## src/rtl/uart_rx_8n1_if.sv

```systemverilog
// Received-byte bundle from the 8N1 UART receiver to the byte-command consumer.
// The receiver drives the master side and the consumer listens on the slave side.
interface uart_rx_8n1_if;
    logic [7:0] rx_data;
    logic       rx_done;
    logic       rx_frame_err;
    logic       rx_busy;

    modport master (
        output rx_data,
        output rx_done,
        output rx_frame_err,
        output rx_busy
    );

    modport slave (
        input rx_data,
        input rx_done,
        input rx_frame_err,
        input rx_busy
    );
endinterface

```

## src/rtl/uart_rx_8n1.sv

```systemverilog
// 8N1 UART receiver: synchronises the RX pin, samples each bit at mid-bit and
// delivers bytes with a one-cycle done strobe, or flags a bad stop bit.
module uart_rx_8n1 #(
    parameter int CLK_FREQ = 50_000_000,
    parameter int BAUD     = 115200
) (
    input  logic            clk_50m,
    input  logic            reset_n,
    input  logic            uart_rxd,
    uart_rx_8n1_if.master   rx
);

    localparam int          BIT_CYCLES  = CLK_FREQ / BAUD;
    localparam int          HALF_CYCLES = BIT_CYCLES / 2;
    localparam logic [15:0] BIT_LAST    = 16'(BIT_CYCLES - 1);
    localparam logic [15:0] HALF_LAST   = 16'(HALF_CYCLES - 1);

    typedef enum logic [1:0] {
        IDLE,
        START,
        DATA,
        STOP
    } state_t;

    state_t      state;
    state_t      state_next;

    logic        s1;
    logic        s2;
    logic        s3;
    logic        fall_edge;
    logic        half_hit;
    logic        bit_hit;
    logic        last_bit;

    logic [15:0] cnt;
    logic [2:0]  idx;
    logic [7:0]  shift;
    logic [7:0]  data_q;
    logic        done_q;
    logic        err_q;
    logic        busy;

    // Two-flop synchroniser plus a history flop; resetting to 1 keeps an idle
    // line from looking like a start edge when reset is released.
    always_ff @(posedge clk_50m or negedge reset_n) begin
        if (!reset_n) begin
            s1 <= 1'b1;
            s2 <= 1'b1;
            s3 <= 1'b1;
        end else begin
            s1 <= uart_rxd;
            s2 <= s1;
            s3 <= s2;
        end
    end

    assign fall_edge = s3 & ~s2;
    assign half_hit  = (cnt == HALF_LAST);
    assign bit_hit   = (cnt == BIT_LAST);
    assign last_bit  = (idx == 3'd7);

    always_ff @(posedge clk_50m or negedge reset_n) begin
        if (!reset_n) begin
            state <= IDLE;
        end else begin
            state <= state_next;
        end
    end

    always_comb begin
        state_next = state;
        case (state)
            IDLE: begin
                if (fall_edge) begin
                    state_next = START;
                end
            end
            START: begin
                if (half_hit) begin
                    state_next = s2 ? IDLE : DATA;
                end
            end
            DATA: begin
                if (bit_hit && last_bit) begin
                    state_next = STOP;
                end
            end
            STOP: begin
                // Leaving at mid-stop-bit leaves half a bit to catch an
                // immediately following start edge.
                if (bit_hit) begin
                    state_next = IDLE;
                end
            end
            default: state_next = IDLE;
        endcase
    end

    always_comb begin
        busy = (state != IDLE);
    end

    always_ff @(posedge clk_50m or negedge reset_n) begin
        if (!reset_n) begin
            cnt    <= 16'd0;
            idx    <= 3'd0;
            shift  <= 8'h00;
            data_q <= 8'h00;
            done_q <= 1'b0;
            err_q  <= 1'b0;
        end else begin
            done_q <= 1'b0;
            err_q  <= 1'b0;
            case (state)
                IDLE: begin
                    cnt <= 16'd0;
                    idx <= 3'd0;
                end
                START: begin
                    if (half_hit) begin
                        cnt <= 16'd0;
                        idx <= 3'd0;
                    end else begin
                        cnt <= cnt + 16'd1;
                    end
                end
                DATA: begin
                    if (bit_hit) begin
                        shift[idx] <= s2;
                        cnt        <= 16'd0;
                        if (!last_bit) begin
                            idx <= idx + 3'd1;
                        end
                    end else begin
                        cnt <= cnt + 16'd1;
                    end
                end
                STOP: begin
                    if (bit_hit) begin
                        cnt <= 16'd0;
                        if (s2) begin
                            data_q <= shift;
                            done_q <= 1'b1;
                        end else begin
                            err_q <= 1'b1;
                        end
                    end else begin
                        cnt <= cnt + 16'd1;
                    end
                end
                default: begin
                    cnt <= 16'd0;
                    idx <= 3'd0;
                end
            endcase
        end
    end

    assign rx.rx_data      = data_q;
    assign rx.rx_done      = done_q;
    assign rx.rx_frame_err = err_q;
    assign rx.rx_busy      = busy;

endmodule

```

## src/flat_wrapper.sv

```systemverilog
// flat-port wrapper written by rule: the top's interface ports become plain ports
module uart_rx_8n1_flat 
#(
    parameter int CLK_FREQ = 50_000_000,
    parameter int BAUD     = 115200
)
  (clk_50m, reset_n, uart_rxd, rx_rx_data, rx_rx_done, rx_rx_frame_err, rx_rx_busy);
  uart_rx_8n1_if rx_i ();
  input  logic clk_50m;
  input  logic reset_n;
  input  logic uart_rxd;
  output wire logic [$bits(rx_i.rx_data)-1:0] rx_rx_data;
  output wire logic [$bits(rx_i.rx_done)-1:0] rx_rx_done;
  output wire logic [$bits(rx_i.rx_frame_err)-1:0] rx_rx_frame_err;
  output wire logic [$bits(rx_i.rx_busy)-1:0] rx_rx_busy;
  assign rx_rx_data = rx_i.rx_data;
  assign rx_rx_done = rx_i.rx_done;
  assign rx_rx_frame_err = rx_i.rx_frame_err;
  assign rx_rx_busy = rx_i.rx_busy;
  uart_rx_8n1 #(.CLK_FREQ(CLK_FREQ), .BAUD(BAUD)) u_core (.clk_50m(clk_50m), .reset_n(reset_n), .uart_rxd(uart_rxd), .rx(rx_i));
endmodule
```

## config.mk

```make
export PLATFORM = sky130hd
export DESIGN_NAME = uart_rx_8n1_flat
export DESIGN_NICKNAME = d
export VERILOG_FILES = /design/src/rtl/uart_rx_8n1_if.sv /design/src/rtl/uart_rx_8n1.sv /design/src/flat_wrapper.sv
export SDC_FILE = /design/constraint.sdc
export NUM_CORES = 1
export LEC_CHECK = 0
export ABC_CLOCK_PERIOD_IN_PS = 2000
export BUFFER_PORTS_ARGS = -buffer_cell sky130_fd_sc_hd__clkbuf_2
export CORE_AREA = 2 2 69 71
export CTS_BUF_LIST = sky130_fd_sc_hd__clkbuf_16
export DETAILED_ROUTE_END_ITERATION = 8
export DIE_AREA = 0 0 71 73
export PLACE_DENSITY = 0.67
export SLEW_MARGIN = 10
export SYNTH_ARGS = -nofsm -noshare
export SYNTH_HDL_FRONTEND = slang
export SYNTH_SLANG_ARGS = --single-unit
```

## constraint.sdc

```tcl
create_clock -name clk_50m -period 2 [get_ports clk_50m]
set_input_delay 0.4 -clock clk_50m [delete_from_list [all_inputs] [get_ports clk_50m]]
set_output_delay 0.4 -clock clk_50m [all_outputs]
set_load 0.02 [all_outputs]
```

---- Word level (Yosys, flattened, before mapping) ----
Cells that the tools add are included.
word-level totals
  input port bits ......................... 3
  register bits ........................... 42
operators by class
  reductions and logical operators ........ 10
  add/subtract/negate cells ............... 2
  bitwise logic cells ..................... 2
  muxes and demuxes ....................... 22
  equal/unequal tests ..................... 12
  magnitude comparators ................... 2
operators by type and width
  cell                     number
  $pmux W16 S3             1
  $mux W16                 2
  $add A16 B1 Y16 const B  1
  $eq A16 B8 Y1 const B    1
  $eq A16 B9 Y1 const B    1
  $mux W2                  5
  $ne A2 B1 Y1 const B     5
  $mux W3                  3
  $pmux W3 S3              1
  $bwmux W8                1
  $pmux W2 S4              1
  $reduce_and A4 Y1        2
  $mux W1                  7
  $eq A2 B2 Y1 const B     2
  $lt A3 B4 Y1 const B     1
  $add A3 B1 Y3 const B    1
  $demux W1 S3             1
  $eq A3 B3 Y1 const B     1
  $ge A3 B1 Y1 const B     1
  $reduce_and A3 Y1        1
  $reduce_bool A3 Y1       1
  $eq A2 B1 Y1 const B     1
  $logic_and A1 B1 Y1      2
  $logic_not A2 Y1         1
  6 further kinds          6

---- Longest topological paths before layout ----
  word-level depth ........................ 5
  depth in mapped cells ................... 7

---- Worst setup path before layout ----
OpenSTA, ideal clock, no wires.
  path type ............................... reg-to-reg
  from .................................... reg u_core.cnt[10]
  to ...................................... reg u_core.shift[3]
  cell stages (with the launch flop) ...... 6
  required time ........................... 1.872 ns
  buffers on the path ..................... 1
  arrival ................................. 1.729 ns
  setup slack ............................. 0.143 ns
  path through ............................ dfrtp_1 nor4_4 nand4_4 buf_6 nor4_1 mux2_1
between the ends
  cells in the longest elaborated chain, start to end .. 2
ends and longest elaborated chain
  element                          RTL line            text
  from (decl)                      uart_rx_8n1.sv:36   logic [15:0] cnt;
  from (signal assigned)           uart_rx_8n1.sv:125  cnt <= cnt + 16'd1;
  from (signal assigned)           uart_rx_8n1.sv:136  cnt <= cnt + 16'd1;
  from (signal assigned)           uart_rx_8n1.sv:149  cnt <= cnt + 16'd1;
  $eq A16 B9 Y1                    uart_rx_8n1.sv:60   assign bit_hit = (cnt == BIT_LAST);
  $reduce_and A2 Y1 (no line)      --
  to (signal assigned)             uart_rx_8n1.sv:108  shift <= 8'h00;
  to (signal, indexed assignment)  uart_rx_8n1.sv:130  shift[idx] <= s2;
  to (decl)                        uart_rx_8n1.sv:38   logic [7:0] shift;
No other way between the ends.
A chain may end at the register's enable or synchronous reset.

---- Worst setup path in the final report ----
  from .................................... reg u_core.cnt[9]
  to ...................................... reg u_core.shift[2]
The elaborated chain is that of the path after synthesis.

==> results by group <==
Pwr
  – Leakage: ~1.1 nW
  – Switch share: between 20% and 30%
  – Clk pwr share: between 30 and 40%
  – Combinational power share: 15.9%
  – Switching power: 0.593 mW
  – Int Power: 1.56 mW
  – Final Power: between 2 and 2.5 mW
  – Worst vdd ir: 567 uV
  – Pwr Density: 905 nW/um^2
  – Sequential Power Share: between 40% and 50%

Clock network
  – Clock Sinks: between 40 and 50
  – CTS clk-pin slew, worst paths: 0.06 ns
  – CTS tree: yes
  – Root Buffer: clkbuf_16
  – Clock buffer depth: 2
  – Cts bufs inserted: 5
  – H-tree depth: 2
  – Skew-Pair Late Insertion Delay: 0.28 ns

Timing
  – Tmin final: 1.97 ns
  – Final slew viol count: 0
  – Period utilization: a little over nine tenths
  – Worst slew pin tran: about 0.52 ns
  – Final Skew: 0.00781 ns
  – Final hold vios: 0
  – Final setup fails: 0
  – Slew HR: 65.5%
  – FMAX: 0.508 GHz

Setup path
  – Data arrival, critical path: 2.14 ns
  – CP Data Required Time: 2.17 ns
  – Crit path kind: flip-flop to flip-flop
  – Crit-path cells: nor4_4 -> nand4_4 -> nor4_2 -> mux2_2
  – CP Max Fanout: 11
  – Slowest stage delay, CP: 0.44 ns
  – CP Capture Type: flip-flop
  – R2R depth: 4
  – Slowest CP cell: dfrtp_1
  – Startpoint class of the critical path: flip-flop

Route
  – Via density: 5.51
  – DRC Markers: 0
  – Via count: 1405
  – Routed Antenna Nets: 0
  – Initial drt markers: 93
  – WL final: roughly 4000 um
  – Drt pass-1 iters: 5
  – WL per Instance: 15.5 um

Global route
  – Pin count of the biggest net entering global routing: 43
  – First-pass GRT wire length: 6570 um
  – Number of global-route vias before repair: 1424
  – GRT Total Usage: between 10% and 20%
  – Initial antenna violation count: 0
  – Total global routing overflow: 0

Cells and area
  – Final #Nets: 208
  – Diodes inserted: 0
  – FILL cells: 398
  – Area delta synth->final: 18.9%
  – Commonest non-fill, non-tap cell in the layout: dfrtp_1
  – Most frequent cells in the layout: 39 x dfrtp_1, 20 x nor2_1, 14 x mux2_2, 13 x clkbuf_2, 13 x buf_4
  – Post-Layout Cell Count: 255
  – Share of cells above drive strength 1: 31.3%
  – Final core utilization: 52.4%

Floorplanning
  – Die footprint: 5180 um^2
  – Die span in x: approximately 70 um
  – Initial Util: 44.1%
  – Die height: 73 um
  – Core area: 4540 um^2
  – # IOs: 14
  – # rows: 25

Synthesis
  – Post-synthesis sequential area ratio: 52.8%
  – Syn_area_per_cell: 11.6 um^2
  – Cell Area, Synth: 2000 um^2
  – Number of synthesized register bits: 42
  – Synthesized instance count: 172
  – Syn Nets: 180
  – Post-synth cell types: 35
  – Synth warn: 0

Place
  – Port-buffer cells: 13
  – Placed Cells: 245
  – RD Place Congestion: 0.851
  – Dpl hpwl: about 2700 um

Job
  – MaxCap Viol Count: 0

Hold path
  – Hold Path Class: input port to asynchronous set/reset pin

Run status
  – Status: finished clean
## per-stage QoR
step                 TNS, ns  setup WS [ns]  instance area [um^2]  hold WS, ns
detailed placement         0        0.00288                  2190        0.349
CTS                 -0.00898       -0.00764                  2340        0.197
finish                     0         0.0309                  2380        0.180
floorplan                  0          0.143                  2000        0.104
global route         -0.0566        -0.0349                  2380        0.191
global placement           0          0.121                  2190        0.348
## critical path, delay by kind of cell (launching register included)
family | cells | cell delay (ns)
AND/OR/NAND/NOR | 3 | 1.04
flip-flops | 1 | 0.44
multiplexers | 1 | 0.38
## state kept, by name (all words and copies together), names as in the netlist, named ones only
register	cells
u_core.rx.rx_data	8
u_core.rx.rx_frame_err	1
u_core.s1	1
u_core.rx.rx_done	1
u_core.idx	3
u_core.s3	1
u_core.state	1
u_core.shift	8
u_core.cnt	16
u_core.s2	1
## path summary, 6_finish.rpt
| kind | slack [ns] | to | startpoint |
|---|---|---|---|
| min reg2reg | 0.36 | u_core.s2 | u_core.s1 |
| min in group clk_50m | 0.20 | u_core.s1 | uart_rxd |
| max | 0.03 | u_core.shift[2] | u_core.cnt[9] |
| max reg2reg | 0.03 | u_core.shift[2] | u_core.cnt[9] |
| max in group asynchronous | 1.46 | u_core.s3 | reset_n |
| min | 0.18 | u_core.cnt[10] | reset_n |
## synthesized netlist by cell type (all sizes together)
master  count  area [um^2]
dfrtp      39          976
nor2       21         81.3
mux2       17          191
nor4       13          111
xnor2      12          105
nand2       7         26.3
nand4       7         58.8
nand3       6         30.0
nor3        6         30.0
ha          5         62.6
inv         5         18.8
a22o        3         26.3
and3        3         18.8
clkbuf      3         11.3
dfstp       3         78.8
nand2b      3         18.8
and4b       2         20.0
buf         2         16.3
nor2b       2         12.5
or2         2         12.5
xor2        2         17.5
a21oi       1         5.00
a22oi       1         12.5
and4bb      1         12.5
nand3b      1         7.51
nor3b       1         7.51
nor4bb      1         10.0
o21a        1         7.51
o21ai       1         5.00
or3         1         6.26
## cell families (layout without fill, tap and decap cells)
| group | after synthesis | after routing | synth area share (%) |
|---|---|---|---|
| xor+xnor | 14 | 14 | 6.14 |
| compound gates | 7 | 7 | 2.82 |
| mux | 17 | 17 | 9.58 |
| buf+inv | 10 | 39 | 2.32 |
| simple gates | 77 | 77 | 23.2 |
| flops | 42 | 42 | 52.8 |
| fa+ha+maj | 5 | 5 | 3.13 |
## power groups by stage
stage                     clock network [mW]  registers [mW]  logic (mW)
after CTS                              0.816            1.02       0.322
after detailed placement                   0            1.03       0.317
after global routing                   0.846            1.03       0.384
after floorplan                            0            1.02       0.202
final                                  0.793            1.02       0.341
after global placement                     0            1.02       0.302
## what timing repair did
item / in CTS / in global routing
buffers inserted: 0 / 2
pin swaps: 0 / 2
setup endpoints to repair: 2 / 6
hold endpoints to repair: 0 / 0
hold buffers: 0 / 0
gates resized for setup: 0 / 4
## routing by layer
metal	vias up	part of all wire, %	wire length (um)	track usage, %
li1	669	-	-	-
met1	702	43	1680	19.2
met2	25	53	2090	28.3
met3	9	2.3	92	3.87
met4	0	2.1	84	6.50
met5	-	0	0	0
## final cells by class
type,count,area (um^2),share of cell area (%)
flip-flops and latches,42,1050,44.4
multi-input cells,120,922,38.8
repair buffers,26,163,6.85
clock buffers,5,125,5.27
well taps,54,67.6,2.84
clock inverters,3,25.0,1.05
inverters,5,18.8,0.790
(Power assumes the default switching activity.)
